==> config.mk <==
export PLATFORM = sky130hd
export DESIGN_NAME = instr_encode_loader
export DESIGN_NICKNAME = d
export VERILOG_FILES = /design/src/rtl/instr_encode_loader.sv
export SDC_FILE = /design/constraint.sdc
export NUM_CORES = 1
export LEC_CHECK = 0
export CAP_MARGIN = 25
export CORE_MARGIN = 2
export CORE_UTILIZATION = 60
export DETAILED_ROUTE_END_ITERATION = 10
export DONT_BUFFER_PORTS = 1
export PLACE_DENSITY = 0.76
export RECOVER_POWER = 25
export SLEW_MARGIN = 5
export SYNTH_ARGS = -nofsm -noshare
export SYNTH_HDL_FRONTEND = slang
export SYNTH_SLANG_ARGS = --single-unit
export TNS_END_PERCENT = 50
==> constraint.sdc <==
create_clock -name clk -period 3.2 [get_ports clk]
set_clock_uncertainty 0.15 [all_clocks]
set_input_delay 0.64 -clock clk [delete_from_list [all_inputs] [get_ports clk]]
set_output_delay 0.64 -clock clk [all_outputs]
set_load 0.02 [all_outputs]
==> src/rtl/instr_encode_loader.sv <==
// instr_encode_loader: encodes instruction descriptors into RV32 words and streams them into instruction memory
module instr_encode_loader #(
  parameter int ADDR_W = 8
) (
  input  logic              clk,
  input  logic              rst,
  input  logic              clear,
  input  logic              in_valid,
  output logic              in_ready,
  input  logic [2:0]        op_sel,
  input  logic [4:0]        rd,
  input  logic [4:0]        rs1,
  input  logic [4:0]        rs2,
  input  logic [19:0]       imm,
  input  logic [9:0]        mem_addr,
  output logic              imem_we,
  output logic [ADDR_W-1:0] imem_addr,
  output logic [31:0]       imem_wdata,
  output logic [ADDR_W:0]   count,
  output logic              full,
  output logic              err
);
  localparam int DEPTH = 1 << ADDR_W;
  typedef enum logic [1:0] {IDLE, WRITE, FULL} state_t;
  state_t state;
  logic [31:0] word;
  logic last;
  assign last = count == (ADDR_W+1)'(DEPTH - 1);
  assign in_ready = state == IDLE && !clear && !rst;
  assign imem_we = state == WRITE && !clear && !rst;
  assign full = state == FULL;
  always_comb begin
    word = 32'h0000_0013;
    case (op_sel)
      3'd0: word = {7'b0000000, rs2, rs1, 3'b000, rd, 7'b0110011};
      3'd1: word = {7'b0100000, rs2, rs1, 3'b000, rd, 7'b0110011};
      3'd2: word = {imm[11:0], rs1, 3'b000, rd, 7'b0010011};
      3'd3: word = {7'b0000000, mem_addr, 3'b000, rd, 7'b0000011};
      3'd4: word = {7'b0000000, mem_addr, 3'b000, rd, 7'b0100011};
      3'd5: word = {imm[11], imm[9:4], rs2, rs1, 3'b000, imm[3:0], imm[10], 7'b1100011};
      3'd6: word = {imm[19], imm[9:0], imm[10], imm[18:11], rd, 7'b1101111};
      default: word = 32'h0000_0013;
    endcase
  end
  always_ff @(posedge clk) begin
    if (rst) begin
      state <= IDLE;
      imem_addr <= '0;
      imem_wdata <= '0;
      count <= '0;
      err <= 1'b0;
    end else if (clear) begin
      state <= IDLE;
      imem_addr <= '0;
      count <= '0;
      err <= 1'b0;
    end else begin
      case (state)
        IDLE: if (in_valid) begin
          state <= WRITE;
          imem_wdata <= word;
          err <= err | (op_sel == 3'd7);
        end
        WRITE: begin
          count <= count + 1'b1;
          imem_addr <= imem_addr + ADDR_W'(!last);
          state <= last ? FULL : IDLE;
        end
        default: state <= FULL;
      endcase
    end
  end
endmodule

Yosys cells after proc, flatten, opt, wreduce, memory -nomap -nowiden
Cells that the tools add are included.
W data, S select, Z words.
- bits in writable memories: 0
- logic and storage cells: 36
- memories kept: 0
- output and inout bits: 53
- bits in read-only memories: 0
- bits in registers: 52
- bits in latches: 0
- shift operators: 0
- magnitude comparators: 0
- equality and inequality tests: 11
- divide/modulo/power cells: 0
- add/subtract/negate cells: 2
- reduce and logical (&&, ||, !) cells: 12
- mux-type cells: 4
- multiply operators: 0
- bitwise logic cells: 2
- operators by type and width (cell ; count):
    $pmux W32 S7 ; 1
    $eq A3 B3 Y1 const B ; 4
    $add A9 B1 Y9 const B ; 1
    $eq A9 B8 Y1 const B ; 1
    $add A8 B1 Y8 ; 1
    $eq A3 B2 Y1 const B ; 2
    $logic_and A1 B1 Y1 ; 4
    $mux W2 ; 2
    $pmux W2 S2 ; 1
    $eq A3 B1 Y1 const B ; 1
    $logic_not A1 Y1 ; 3
    $logic_not A3 Y1 ; 1
    $reduce_and A3 Y1 ; 1
    $eq A2 B1 Y1 const B ; 1
    $eq A2 B2 Y1 const B ; 1
    $logic_not A2 Y1 ; 1
    $ne A2 B2 Y1 const B ; 1
    $reduce_and A2 Y1 ; 1
    $reduce_or A2 Y1 ; 1
    $not A1 Y1 ; 1
    $or A1 B1 Y1 ; 1

Logic depth before layout (Yosys ltp)
- depth in word-level cells: 3
- gate-level depth with buffers: 10

Worst setup path before layout
No wires, ideal clock.
- path kind: input port to output port
- start: in rst
- end: out imem_we
- path slack: 1003 ps
- buffers on the path: 1
- arrival: 1407 ps
- stages: 3
- required time: 2410 ps
- path through: or2_0 -> clkbuf_1 -> nor2_1
- longest elaborated chain between the ends: 2
- RTL lines (item ; line ; source):
    start, declared ; 6 ; input logic rst,
    $logic_not A1 Y1 ; 30 ; assign imem_we = state == WRITE && !clear && !rst;
    $logic_and A1 B1 Y1 ; 30 ;
    end, declared ; 16 ; output logic imem_we,
No other way between the ends.

Worst setup path after layout
- start: reg state[0]
- end: out imem_we
- longest elaborated chain between the ends: 3
- RTL lines (item ; line ; source):
    start, declared ; 25 ; state_t state;
    start signal, assigned ; 67 ; state <= last ? FULL : IDLE;
    $eq A2 B1 Y1 ; 30 ;
    $logic_and A1 B1 Y1 (2 in series) ; 30 ;
No other way between the ends.

==> flow_summary.ini <==
[logic_synthesis]
synth_top_area_cell = dfxtp_1
ys_types = 41
synth-edff-count = 0
synth_seq_cells = 50
ys_async_sr_fraction = 0
synthCells = 314
synthTopCellsByArea = dfxtp_1 39%, nor2_1 5.2%, nand2_1 4.6%
syn_avg_cell_area_sq_um = 8.248
yosys_warnings = 0
yosys.area.top_type_share = 0.3865
ys.flop_type = dfxtp_1
synth_common_cells = 50 x dfxtp_1, 36 x nor2_1, 32 x nand2_1
yosysMostFrequentCell = dfxtp_1
syn_area_sq_um = 2590
synth_seq_area_share = 0.3865
syn-num-nets = 370

[setup_path]
crit_fanout = 12
cp.arrival_ps = 1460
path_buf_inv = 0
cpLargestDelayFamily = simple AND/OR/NAND/NOR gates
critPathSlowestCell = dfxtp_1
crit_required_ps = 2410
cp-end-kind = output port
path_class = flop to output port
critical_path.cell_chain = nand2b_1, nor2_1
slowest_delay_ps = 450
worst_setup_path_start_kind = flop

[final_layout]
antennaDiodeCount = 0
fillers = 378
fin_cells = 349
layout-drive-gt1-share = 0.04013
area_growth_pct = 2.657
layout.nets = 355

[sta]
fin_crit_ps = 2250
report.final.slew_viol_count = 0
hold_violations = 0
fin_ws_ps = 950.3
setup_viol = 0
rsz0062_at_grt = false
fin_crit_sh = 0.7030
fmax_mhz = 444.5
tns_ps = 0
slew_headroom = 0.4117
worst-slew-pin-transition_ps = 882.4

[run]
cap_violations = 0

[global_routing]
grt_pass1_vias = 2059
grt_usage = 0.2497
grt-ovfl-total = 0
antenna_found_initial = 0
grt_pass1_wl_mm = 9.970
grt_max_degree = 38

[pwr]
switching_power_mw = 0.3019
swShare = 0.2427
comb_power_share = 0.086
p_leak_nw = 0.9438
power_density_nw_per_um2 = 467.9
clockPowerShare = 0.363
ir_worst_vdd_mv = 0.2890
p_int_mw = 0.9421
pwr-share-seq = 0.550

[route]
drtIter0Drc = 117
wire_per_inst_um = 17.50
viasPerCell = 6.361
drc = 0
wirelength_mm = 6.108
vias = 2220
first_pass_iters = 4
postRouteAntennaNets = 0

[floorplan]
ioPinCount = 105
num_rows = 23
die_x_um = 69.70
die_area_sq_um = 4858
initial_core_util = 0.6338
core_sq_um = 4086
dieHeight_um = 69.70

[cts]
cts_hold_buf = 0
cts_setup_buffers = 0
cts.path.max_buffers = 2
cts_made_buffers = 5
root_buffer = clkbuf_8
ctsResizeCount = 0
cts_tree = built
clk_pin_slew_worst_paths_ps = 90
cts-htree-levels = 2
clock_latency_ps = 300
cts.sinks = 50

[placement]
port_buffers = 0
dp_slack_ps = 899.3
dp_hpwl_mm = 4.362
place_inst = 342
gp_congestion = 0.8220

[min_path]
min_path_type = input pin to flop

[outcome]
status = completed
logic make-up (layout without fill, tap and decap cells):
kind of cell | after synthesis | in the layout | share of synthesized area
simple gates | 153 | 153 | 0.3164
flops | 50 | 50 | 0.3865
mux | 5 | 5 | 0.01932
xor+xnor | 11 | 11 | 0.03720
fa+ha+maj | 4 | 4 | 0.01932
buf+inv | 27 | 12 | 0.05120
compound gates | 64 | 64 | 0.1701
final timing paths:
| check | startpoint | to | slack, ps | cells after the start |
|---|---|---|---|---|
| setup / recovery | state[0]$_SDFFE_PP0P_ | imem_we | 950 | 2 |
| hold / removal | rst | imem_wdata[26]$_SDFFE_PP0P_ | 250 | 1 |
| setup reg to reg | count[0]$_SDFFE_PP0N_ | imem_addr[4]$_SDFFE_PP0N_ | 1000 | 10 |
| hold reg to reg | imem_wdata[13]$_SDFFE_PP0P_ | imem_wdata[13]$_SDFFE_PP0P_ | 400 | 2 |
sequential cells by signal, summed over array words and instances (netlist names):
signal and count:
count 9, err 1, imem_addr 8, imem_wdata 30, state 2
stage by stage:
step	utilization	area, sq um	hold slack (ps)	total power, mW
3_5_place_dp	0.6240	2550	390.1	0.8077
4_1_cts	0.6516	2663	247.1	1.251
5_1_grt	0.6506	2659	240.1	1.293
6_report	0.6506	2659	254.6	1.244
3_3_place_gp	0.6240	2550	386.0	0.8042
2_1_floorplan	-	2590	379.3	0.8074
cell type report:
class	count	area [sq um]	area share
inverter	2	7.507	0.002824
tap	50	62.56	0.02353
multi-input combinational	237	1456	0.5478
clock inverter	1	30.03	0.01129
sequential	50	1001	0.3765
timing repair buffer	3	18.77	0.007059
clock buffer	6	82.58	0.03106
power groups by stage:
stage | registers [mW] | clock network (mW) | logic [mW]
floorplan | 0.693 | 0 | 0.114
global placement | 0.700 | 0 | 0.105
detailed placement | 0.700 | 0 | 0.108
CTS | 0.685 | 0.458 | 0.108
global route | 0.688 | 0.484 | 0.121
finish | 0.685 | 0.452 | 0.107
worst reg2reg max path, delay by kind of cell (launching register included):
kind | cells | cell delay, ps
fa+ha+maj | 4 | 850
flops | 1 | 510
simple gates | 4 | 360
xor+xnor | 1 | 150
buf+inv | 1 | 50
per-layer routing:
layer  GRT usage  share of wire  routed length [um]  vias up
met5           0              0                   0        -
met4     0.08120          0.013                  80        0
met3      0.1061           0.11                 702        8
met2      0.3793           0.45                2734      101
met1      0.3212           0.42                2590     1022
li1            -              -                   -     1089
cell usage in the layout (no fill, tap or decap), types with 6 or more instances in the layout:
master | synthesis | layout
clkbuf_8 | 0 | 6
nand2_1 | 32 | 32
a21oi_1 | 23 | 23
and3b_1 | 6 | 6
nor3_1 | 15 | 15
nor2_1 | 36 | 36
a211oi_1 | 6 | 6
nand2b_1 | 8 | 8
nand3b_1 | 11 | 11
nand4_1 | 6 | 6
xor2_1 | 6 | 6
a22o_1 | 7 | 7
nand3_1 | 12 | 12
dfxtp_1 | 50 | 50
nor3b_1 | 11 | 11
(Power assumes the default switching activity.)
